<file path="config.mk">
export PLATFORM = sky130hd
export DESIGN_NAME = mem_ctrl_flat
export DESIGN_NICKNAME = d
export VERILOG_FILES = /design/src/rtl/mem_ctrl_if.sv /design/src/rtl/mem_ctrl.sv /design/src/flat_wrapper.sv
export SDC_FILE = /design/constraint.sdc
export NUM_CORES = 1
export LEC_CHECK = 0
export CORE_MARGIN = 2
export CORE_UTILIZATION = 55
export DETAILED_ROUTE_END_ITERATION = 12
export GPL_ROUTABILITY_DRIVEN = 0
export PLACE_DENSITY = 0.88
export RECOVER_POWER = 50
export SLEW_MARGIN = 20
export SYNTH_ARGS = -nofsm -noshare
export SYNTH_HDL_FRONTEND = slang
export SYNTH_SLANG_ARGS = --single-unit
</file>
<file path="constraint.sdc">
create_clock -name clk -period 17.1 [get_ports clk]
set_input_delay 1.71 -clock clk [delete_from_list [all_inputs] [get_ports clk]]
set_output_delay 1.71 -clock clk [all_outputs]
set_load 0.02 [all_outputs]
</file>
<file path="src/rtl/mem_ctrl_if.sv">
// Load/store request and RAM handshake bundle for mem_ctrl.
// slave is the controller's view; master is the datapath/RAM side.
interface mem_ctrl_if;
    logic        Req;
    logic [5:0]  Opcode;
    logic [7:0]  Address;
    logic [63:0] WData;
    logic [63:0] RData;
    logic        Done;
    logic        Busy;
    logic        Trap;
    logic [1:0]  TrapType;
    logic        MFA;
    logic [5:0]  MemOpcode;
    logic [7:0]  MemAddr;
    logic [31:0] MemDataIn;
    logic [31:0] MemDataOut;
    logic        MFC;

    modport slave (
        input  Req, Opcode, Address, WData,
        input  MemDataOut, MFC,
        output RData, Done, Busy, Trap, TrapType,
        output MFA, MemOpcode, MemAddr, MemDataIn
    );

    modport master (
        output Req, Opcode, Address, WData,
        output MemDataOut, MFC,
        input  RData, Done, Busy, Trap, TrapType,
        input  MFA, MemOpcode, MemAddr, MemDataIn
    );
endinterface

</file>
<file path="src/rtl/mem_ctrl.sv">
// SPARC load/store controller driving a four-phase MFA/MFC RAM handshake.
// Doubles are split into two word accesses; loads are formatted here.
module mem_ctrl #(
    parameter int TIMEOUT = 16
) (
    input  logic      clk,
    input  logic      reset,
    mem_ctrl_if.slave bus
);
    localparam logic [5:0] OP_LD   = 6'b001000;
    localparam logic [5:0] OP_LDSB = 6'b001001;
    localparam logic [5:0] OP_LDSH = 6'b001010;
    localparam logic [5:0] OP_LDUB = 6'b000001;
    localparam logic [5:0] OP_LDUH = 6'b000010;
    localparam logic [5:0] OP_LDD  = 6'b000011;
    localparam logic [5:0] OP_ST   = 6'b000100;
    localparam logic [5:0] OP_STB  = 6'b000101;
    localparam logic [5:0] OP_STH  = 6'b000110;
    localparam logic [5:0] OP_STD  = 6'b000111;

    localparam int CW = $clog2(TIMEOUT + 1);

    typedef enum logic [2:0] {
        IDLE, REQ1, REL1, REQ2, REL2, DONE
    } state_t;

    state_t      state_q, state_d;
    logic [5:0]  op_q, op_d;
    logic [7:0]  addr_q, addr_d;
    logic [31:0] wlo_q, wlo_d;
    logic [31:0] w0_q, w0_d;
    logic [31:0] w1_q, w1_d;
    logic [CW-1:0] cnt_q, cnt_d;
    logic        mfa_q, mfa_d;
    logic [5:0]  mop_q, mop_d;
    logic [7:0]  maddr_q, maddr_d;
    logic [31:0] mdin_q, mdin_d;
    logic [63:0] rdata_q, rdata_d;
    logic        done_q, done_d;
    logic        busy_q, busy_d;
    logic        trap_q, trap_d;
    logic [1:0]  ttype_q, ttype_d;

    logic legal, misal, is_dbl;
    logic wait_st, moved;

    function automatic logic [63:0] fmt(
        input logic [5:0]  op,
        input logic [31:0] a,
        input logic [31:0] b
    );
        case (op)
            OP_LDSB: fmt = {32'h0, {24{a[7]}}, a[7:0]};
            OP_LDUB: fmt = {56'h0, a[7:0]};
            OP_LDSH: fmt = {32'h0, {16{a[15]}}, a[15:0]};
            OP_LDUH: fmt = {48'h0, a[15:0]};
            OP_LD:   fmt = {32'h0, a};
            OP_LDD:  fmt = {a, b};
            default: fmt = 64'h0;
        endcase
    endfunction

    // Opcode legality first; alignment only matters for legal ops
    always_comb begin
        legal = 1'b1;
        misal = 1'b0;
        case (bus.Opcode)
            OP_LDSB, OP_LDUB, OP_STB: misal = 1'b0;
            OP_LDSH, OP_LDUH, OP_STH: misal = bus.Address[0];
            OP_LD, OP_ST:   misal = |bus.Address[1:0];
            OP_LDD, OP_STD: misal = |bus.Address[2:0];
            default:        legal = 1'b0;
        endcase
    end

    assign is_dbl = (op_q == OP_LDD) || (op_q == OP_STD);

    always_comb begin
        state_d = state_q;
        op_d    = op_q;
        addr_d  = addr_q;
        wlo_d   = wlo_q;
        w0_d    = w0_q;
        w1_d    = w1_q;
        cnt_d   = cnt_q;
        mfa_d   = mfa_q;
        mop_d   = mop_q;
        maddr_d = maddr_q;
        mdin_d  = mdin_q;
        rdata_d = rdata_q;
        done_d  = 1'b0;
        trap_d  = trap_q;
        ttype_d = ttype_q;
        wait_st = 1'b0;
        moved   = 1'b0;

        unique case (state_q)
            IDLE: begin
                if (bus.Req) begin
                    op_d    = bus.Opcode;
                    addr_d  = bus.Address;
                    wlo_d   = bus.WData[31:0];
                    rdata_d = 64'h0;
                    trap_d  = 1'b0;
                    ttype_d = 2'b00;
                    cnt_d   = '0;
                    if (!legal) begin
                        state_d = DONE;
                        trap_d  = 1'b1;
                        ttype_d = 2'b10;
                    end else if (misal) begin
                        state_d = DONE;
                        trap_d  = 1'b1;
                        ttype_d = 2'b01;
                    end else begin
                        state_d = REQ1;
                        mfa_d   = 1'b1;
                        maddr_d = bus.Address;
                        if (bus.Opcode == OP_LDD)
                            mop_d = OP_LD;
                        else if (bus.Opcode == OP_STD)
                            mop_d = OP_ST;
                        else
                            mop_d = bus.Opcode;
                        if (bus.Opcode == OP_STD)
                            mdin_d = bus.WData[63:32];
                        else
                            mdin_d = bus.WData[31:0];
                    end
                end
            end
            REQ1, REQ2: begin
                wait_st = 1'b1;
                if (bus.MFC) begin
                    moved = 1'b1;
                    mfa_d = 1'b0;
                    cnt_d = '0;
                    if (state_q == REQ1) begin
                        w0_d    = bus.MemDataOut;
                        state_d = REL1;
                    end else begin
                        w1_d    = bus.MemDataOut;
                        state_d = REL2;
                    end
                end
            end
            REL1, REL2: begin
                wait_st = 1'b1;
                if (!bus.MFC) begin
                    moved = 1'b1;
                    cnt_d = '0;
                    if (state_q == REL1 && is_dbl) begin
                        state_d = REQ2;
                        mfa_d   = 1'b1;
                        maddr_d = addr_q + 8'd4;
                        mdin_d  = wlo_q;
                    end else begin
                        state_d = DONE;
                        done_d  = 1'b1;
                        rdata_d = fmt(op_q, w0_q, w1_q);
                    end
                end
            end
            DONE: begin
                // Fault entries arrive with done_q low and pulse here
                if (done_q)
                    state_d = IDLE;
                else
                    done_d = 1'b1;
            end
            default: state_d = IDLE;
        endcase

        if (wait_st && !moved) begin
            if (cnt_q == CW'(TIMEOUT - 1)) begin
                state_d = DONE;
                mfa_d   = 1'b0;
                done_d  = 1'b1;
                rdata_d = 64'h0;
                trap_d  = 1'b1;
                ttype_d = 2'b11;
            end else begin
                cnt_d = cnt_q + 1'b1;
            end
        end

        busy_d = (state_d != IDLE);
    end

    always_ff @(posedge clk or posedge reset) begin
        if (reset) begin
            state_q <= IDLE;
            op_q    <= '0;
            addr_q  <= '0;
            wlo_q   <= '0;
            w0_q    <= '0;
            w1_q    <= '0;
            cnt_q   <= '0;
            mfa_q   <= 1'b0;
            mop_q   <= '0;
            maddr_q <= '0;
            mdin_q  <= '0;
            rdata_q <= '0;
            done_q  <= 1'b0;
            busy_q  <= 1'b0;
            trap_q  <= 1'b0;
            ttype_q <= '0;
        end else begin
            state_q <= state_d;
            op_q    <= op_d;
            addr_q  <= addr_d;
            wlo_q   <= wlo_d;
            w0_q    <= w0_d;
            w1_q    <= w1_d;
            cnt_q   <= cnt_d;
            mfa_q   <= mfa_d;
            mop_q   <= mop_d;
            maddr_q <= maddr_d;
            mdin_q  <= mdin_d;
            rdata_q <= rdata_d;
            done_q  <= done_d;
            busy_q  <= busy_d;
            trap_q  <= trap_d;
            ttype_q <= ttype_d;
        end
    end

    assign bus.RData     = rdata_q;
    assign bus.Done      = done_q;
    assign bus.Busy      = busy_q;
    assign bus.Trap      = trap_q;
    assign bus.TrapType  = ttype_q;
    assign bus.MFA       = mfa_q;
    assign bus.MemOpcode = mop_q;
    assign bus.MemAddr   = maddr_q;
    assign bus.MemDataIn = mdin_q;
endmodule

</file>
<file path="src/flat_wrapper.sv">
// flat-port wrapper written by rule: the top's interface ports become plain ports
module mem_ctrl_flat 
#(
    parameter int TIMEOUT = 16
)
  (clk, reset, bus_Req, bus_Opcode, bus_Address, bus_WData, bus_MemDataOut, bus_MFC, bus_RData, bus_Done, bus_Busy, bus_Trap, bus_TrapType, bus_MFA, bus_MemOpcode, bus_MemAddr, bus_MemDataIn);
  mem_ctrl_if bus_i ();
  input  logic clk;
  input  logic reset;
  input wire logic [$bits(bus_i.Req)-1:0] bus_Req;
  input wire logic [$bits(bus_i.Opcode)-1:0] bus_Opcode;
  input wire logic [$bits(bus_i.Address)-1:0] bus_Address;
  input wire logic [$bits(bus_i.WData)-1:0] bus_WData;
  input wire logic [$bits(bus_i.MemDataOut)-1:0] bus_MemDataOut;
  input wire logic [$bits(bus_i.MFC)-1:0] bus_MFC;
  output wire logic [$bits(bus_i.RData)-1:0] bus_RData;
  output wire logic [$bits(bus_i.Done)-1:0] bus_Done;
  output wire logic [$bits(bus_i.Busy)-1:0] bus_Busy;
  output wire logic [$bits(bus_i.Trap)-1:0] bus_Trap;
  output wire logic [$bits(bus_i.TrapType)-1:0] bus_TrapType;
  output wire logic [$bits(bus_i.MFA)-1:0] bus_MFA;
  output wire logic [$bits(bus_i.MemOpcode)-1:0] bus_MemOpcode;
  output wire logic [$bits(bus_i.MemAddr)-1:0] bus_MemAddr;
  output wire logic [$bits(bus_i.MemDataIn)-1:0] bus_MemDataIn;
  assign bus_i.Req = bus_Req;
  assign bus_i.Opcode = bus_Opcode;
  assign bus_i.Address = bus_Address;
  assign bus_i.WData = bus_WData;
  assign bus_i.MemDataOut = bus_MemDataOut;
  assign bus_i.MFC = bus_MFC;
  assign bus_RData = bus_i.RData;
  assign bus_Done = bus_i.Done;
  assign bus_Busy = bus_i.Busy;
  assign bus_Trap = bus_i.Trap;
  assign bus_TrapType = bus_i.TrapType;
  assign bus_MFA = bus_i.MFA;
  assign bus_MemOpcode = bus_i.MemOpcode;
  assign bus_MemAddr = bus_i.MemAddr;
  assign bus_MemDataIn = bus_i.MemDataIn;
  mem_ctrl #(.TIMEOUT(TIMEOUT)) u_core (.clk(clk), .reset(reset), .bus(bus_i));
endmodule
</file>
* Yosys cells after proc, flatten, opt, wreduce, memory -nomap -nowiden *
Index checks and enable logic that the tools add are counted.

cells by class
  mux-type cells = 72
  equality and inequality tests = 28
  bitwise operators = 2
  add/subtract/negate cells = 2
  reduce and logical (&&, ||, !) cells = 21

operators by type and width
  kind                 count
  $pmux 64 s6          1
  $mux 64              5
  $mux 32              6
  $pmux 64 s2          1
  $pmux 32 s2          1
  $mux 8               5
  $eq 6x4->1 const B   6
  $eq 6x3->1 const B   5
  $mux 3               10
  $mux 5               5
  $eq 6x2->1 const B   4
  $mux 1               24
  $pmux 8 s2           1
  $pmux 5 s3           1
  $eq 6x1->1 const B   2
  $mux 6               2
  $pmux 3 s4           1
  $mux 2               5
  $reduce_or 10->1     1
  $reduce_or 2->1      5
  $add 8x3->8 const B  1
  $eq 3x2->1 const B   2
  $eq 3x3->1 const B   2
  $ne 2x2->1 const B   3
  19 further kinds     26

word-level totals
  input bits = 114
  register bits after elaboration = 234
  word-level logic and storage cells = 141

* Depth between registers and ports, before layout *
  depth in word-level cells = 10
  depth in mapped cells = 8
  mapped depth without buffers = 5

* Worst setup path after synthesis *
OpenSTA, ideal clock, no wires.

  path kind = input port to flip-flop
  start = input port bus_Opcode[3]
  end = register u_core.maddr_q[0], in the netlist u_core.bus.MemAddr[0]
  arrival time = 3.116 ns
  path buffers = 1
  required time = 16.975 ns
  library setup time = 0.125 ns
  stages on the path = 6
  path slack = 13.859 ns
  cell sequence = and3b_1 > o21ai_0 > a2111o_1 > o21a_2 > buf_6 > mux2_4

between the ends
  longest elaborated chain between the ends = 5
  elaborated cells between the ends (all ways) = 19
  classes of those cells = 12 x eq/ne; 2 x mux; 5 x reduce/logical

RTL lines
  what                                                       RTL line            source
  start, declared                                            flat_wrapper.sv:11  input wire logic [$bits(bus_i.Opcode)-1:0] bus_Opcode;
  $eq 6x4->1, or another cell as far along                   mem_ctrl.sv:67      case (bus.Opcode)
  $reduce_or 3->1, or another cell as far along              mem_ctrl.sv:67
  $pmux 1 s3 / $mux 1 (equally long branches)                mem_ctrl.sv:67
  $ne 2x2->1 (no line) / $ne 2x1->1 (equally long branches)  n/a
  $reduce_and 6->1 (no line) (*)                             n/a
  end signal, assigned                                       mem_ctrl.sv:218     maddr_q <= maddr_d;
  end, declared                                              mem_ctrl.sv:36      logic [7:0] maddr_q, maddr_d;

Every way passes the cells marked *; elsewhere a longest branch is shown, timed or not.
A chain may end at the register's enable or synchronous reset.

==> run summary <==
Depth of the worst register-to-register path -> 7
Drt pass-1 iters -> 5
Crit path time final -> 7.89 ns
Failing checks -> max-capacitance violations, max-slew violations
Reg area -> 5860 µm²
Post-CTS Setup Inserts -> 0
CP endpoint kind -> asynchronous set/reset pin
Final hold viol count -> 0
Vias per inst -> 6.12
Cts bufs inserted -> 24
CTS tree -> built
Slowest cell delay on critical path -> 2.64 ns
Final Util -> 0.731
Via count of the first global-routing pass -> 8,213
# H-tree levels -> 1
Setup TNS -> 0 ns
EDFF count, synth -> 0
Required time worst endpoint -> 17.65 ns
ANT nets after route -> 0
Unrepaired setup endpoints after global routing -> no
Syn-to-layout area delta -> 31.1%
P_sw -> 0.711 mW
N_diodes -> 0
First-pass GRT wire length -> 44,400 µm
Post-CTS resize count -> 0
# fillers -> 1,227
Crit share post-route -> 0.462
Flop pwr share -> 0.413
Logic gate share of total power -> 0.338
Max-slew violation count -> 227
CP max FO -> 105
Total number of vias -> 8,003
Hold Path Origin -> u_core.bus.RData[2]$_DFF_PP0_
Total of warnings raised by yosys -> 0
Worst reg2reg setup slack -> 12.09 ns
Crit path depth -> 4
Hold Path End -> u_core.bus.RData[2]$_DFF_PP0_
CTS Sinks -> 234
R2R Path End -> u_core.bus.MemDataIn[14]$_DFFE_PP0P_
Clock Tree Root -> clkbuf_16
Core Area -> 18,600 µm²
CTS max path bufs -> 3
Status -> finished with violations
WHS Path Cells -> 1
Critical-path cell list -> dlygate4sd3_1 -> clkinvlp_2 -> clkbuf_1 -> buf_4
Worst min-delay path class -> register to register
Most frequent cells in the layout -> dfrtp_1 (234), dlygate4sd3_1 (119), mux2_2 (115)
Drt initial violations -> 496
Wire length per cell -> 21.5 µm
Clock power frac -> 0.249
Synth Cell Area -> 10,400 µm²
CP Buf/Inv Count -> 4
Final-report setup violation count -> 0
FMAX -> 127 MHz
Synth Register Bits -> 234
Main flop type after synthesis -> dfrtp_1
Crit Path Category -> input pin to asynchronous set/reset pin
CP Launch Type -> input pin
Unique masters post-synth -> 50
Die X -> 141 µm
P_int -> 1.42 mW
Largest net degree at the start of global routing -> 106
Routed Wire Length -> 28,100 µm
Worst IR Drop VDD -> 75.0 µV
IO Count -> 230
Critical Path AT -> 8.44 ns
Drc violations -> 0
Async SR Flop Fraction -> 1.00
Critical-path top delay cell -> clkbuf_1
Mean Syn Cell Area -> 12.2 µm²
Pwr/cell area -> 157 nW/µm²
Leakage power -> 6.15 nW
Rel. slew slack -> -2.10
Area after DPL -> 12,800 µm²
Share of post-route cells with drive strength above 1 -> 0.199
Most common cell after layout, fill and taps aside -> dfrtp_1
Switching Share -> 0.333
RR Startpoint -> u_core.state_q[0]$_DFF_PP0_
Initial core utilization -> 0.557
Total Nets Final -> 1,177
Post-Synthesis Net Count -> 969
Max-cap violations -> 3
Worst slew pin tran -> 4.62 ns
GR Util All Layers -> 0.277
Area occupied by multi-input gates -> 4260 µm²
Post-CTS Hold Fix Bufs -> 0
Die ar. -> 20,000 µm²
Clock latency on the worst-skew pair -> 0.51 ns
Worst-path clk slew -> 0.06 ns
Height of the chip -> 141 µm
Port bufs -> 229
Grt ovf -> 0
Post-DP HPWL -> 17,700 µm
# rows -> 50
Critical path's top delay family -> buffers and inverters
Post-synthesis sequential area ratio -> 0.563
Worst Skew -> 0.0118 ns
Mapped Cells -> 853
Initial antenna violation count -> 0
Final instance area -> 13,600 µm²
==> Yosys cell counts, types with 4 or more instances <==
| master | n | share of area |
|---|---|---|
| nand2_1 | 85 | 0.031 |
| a31oi_1 | 34 | 0.020 |
| clkbuf_1 | 39 | 0.014 |
| mux2_4 | 40 | 0.058 |
| a221oi_1 | 24 | 0.020 |
| nor3_1 | 5 | 0.0024 |
| o21ai_0 | 21 | 0.010 |
| nand2b_1 | 5 | 0.0030 |
| inv_1 | 7 | 0.0025 |
| nand3_1 | 8 | 0.0039 |
| dfrtp_1 | 234 | 0.56 |
| o2bb2ai_1 | 34 | 0.029 |
| nor2_1 | 75 | 0.027 |
| mux2_2 | 115 | 0.12 |
| buf_6 | 4 | 0.0043 |
| buf_2 | 17 | 0.0082 |
| nor2b_1 | 6 | 0.0036 |
| a22oi_1 | 41 | 0.030 |
| a21oi_1 | 9 | 0.0043 |
==> per-layer routing <==
| metal | global-route usage | part of all wire | vias up |
|---|---|---|---|
| met5 | 0 | 0 | - |
| met3 | 0.0678 | 0.094 | 47 |
| met1 | 0.371 | 0.40 | 4064 |
| met4 | 0.0711 | 0.021 | 0 |
| met2 | 0.460 | 0.48 | 370 |
| li1 | - | - | 3522 |
==> power groups by stage <==
stage	Combinational, mW	Sequential (mW)	Clock (mW)
finish	0.722	0.881	0.531
floorplan	0.437	0.908	0
global route	0.777	0.900	0.562
global placement	0.709	0.872	0
detailed placement	0.736	0.884	0
CTS	0.744	0.879	0.538
==> worst max-delay path by stage <==
stage	startpoint	slack (ns)	to
2_1_floorplan	reset	8.97	u_core.addr_q[0]$_DFFE_PP0P_
3_3_place_gp	bus_Req	12.50	u_core.bus.MemDataIn[13]$_DFFE_PP0P_
3_5_place_dp	bus_Req	12.43	u_core.bus.MemDataIn[22]$_DFFE_PP0P_
4_1_cts	bus_Req	12.94	u_core.bus.MemDataIn[11]$_DFFE_PP0P_
5_1_grt	reset	7.76	u_core.w0_q[0]$_DFFE_PP0P_
6_report	reset	9.21	u_core.w0_q[8]$_DFFE_PP0P_
==> logic make-up (layout without fill, tap and decap cells) <==
kind of cell	count (synthesis)	in the layout	share of synthesized area
muxes	157	157	0.184
and+or+nand+nor	204	204	0.0868
AOI/OAI and AO/OA	182	182	0.128
buffers and inverters	68	289	0.0295
xor gates and xnor gates	6	6	0.00506
adders and majority gates	2	2	0.00241
DFF	234	234	0.563
==> sequential cells by signal, summed over array words and instances, names as in the netlist, 6 cells and up <==
signal,count
u_core.bus.RData,64
u_core.bus.MemDataIn,32
u_core.w0_q,32
u_core.w1_q,32
u_core.wlo_q,32
u_core.addr_q,8
u_core.bus.MemAddr,8
u_core.bus.MemOpcode,6
u_core.op_q,6
==> area by class of cell <==
cell class,instances,share of cell area
flip-flops and latches,234,0.430
inverters,7,0.00202
well taps,234,0.0215
repair buffers,243,0.175
multi-input cells,551,0.312
clock buffers,36,0.0541
clock inverters,3,0.00478
==> per-stage QoR <==
step	std cells	hold WS (ns)	worst slack [ns]	power (mW)
2_1_floorplan	853	0.477	8.97	1.35
3_3_place_gp	1269	0.473	12.50	1.58
3_5_place_dp	1269	0.473	12.43	1.62
4_1_cts	1308	0.495	12.94	2.16
5_1_grt	1308	0.499	7.76	2.24
6_report	1308	0.487	9.21	2.13
No activity file was read; power rests on OpenSTA's default activity.
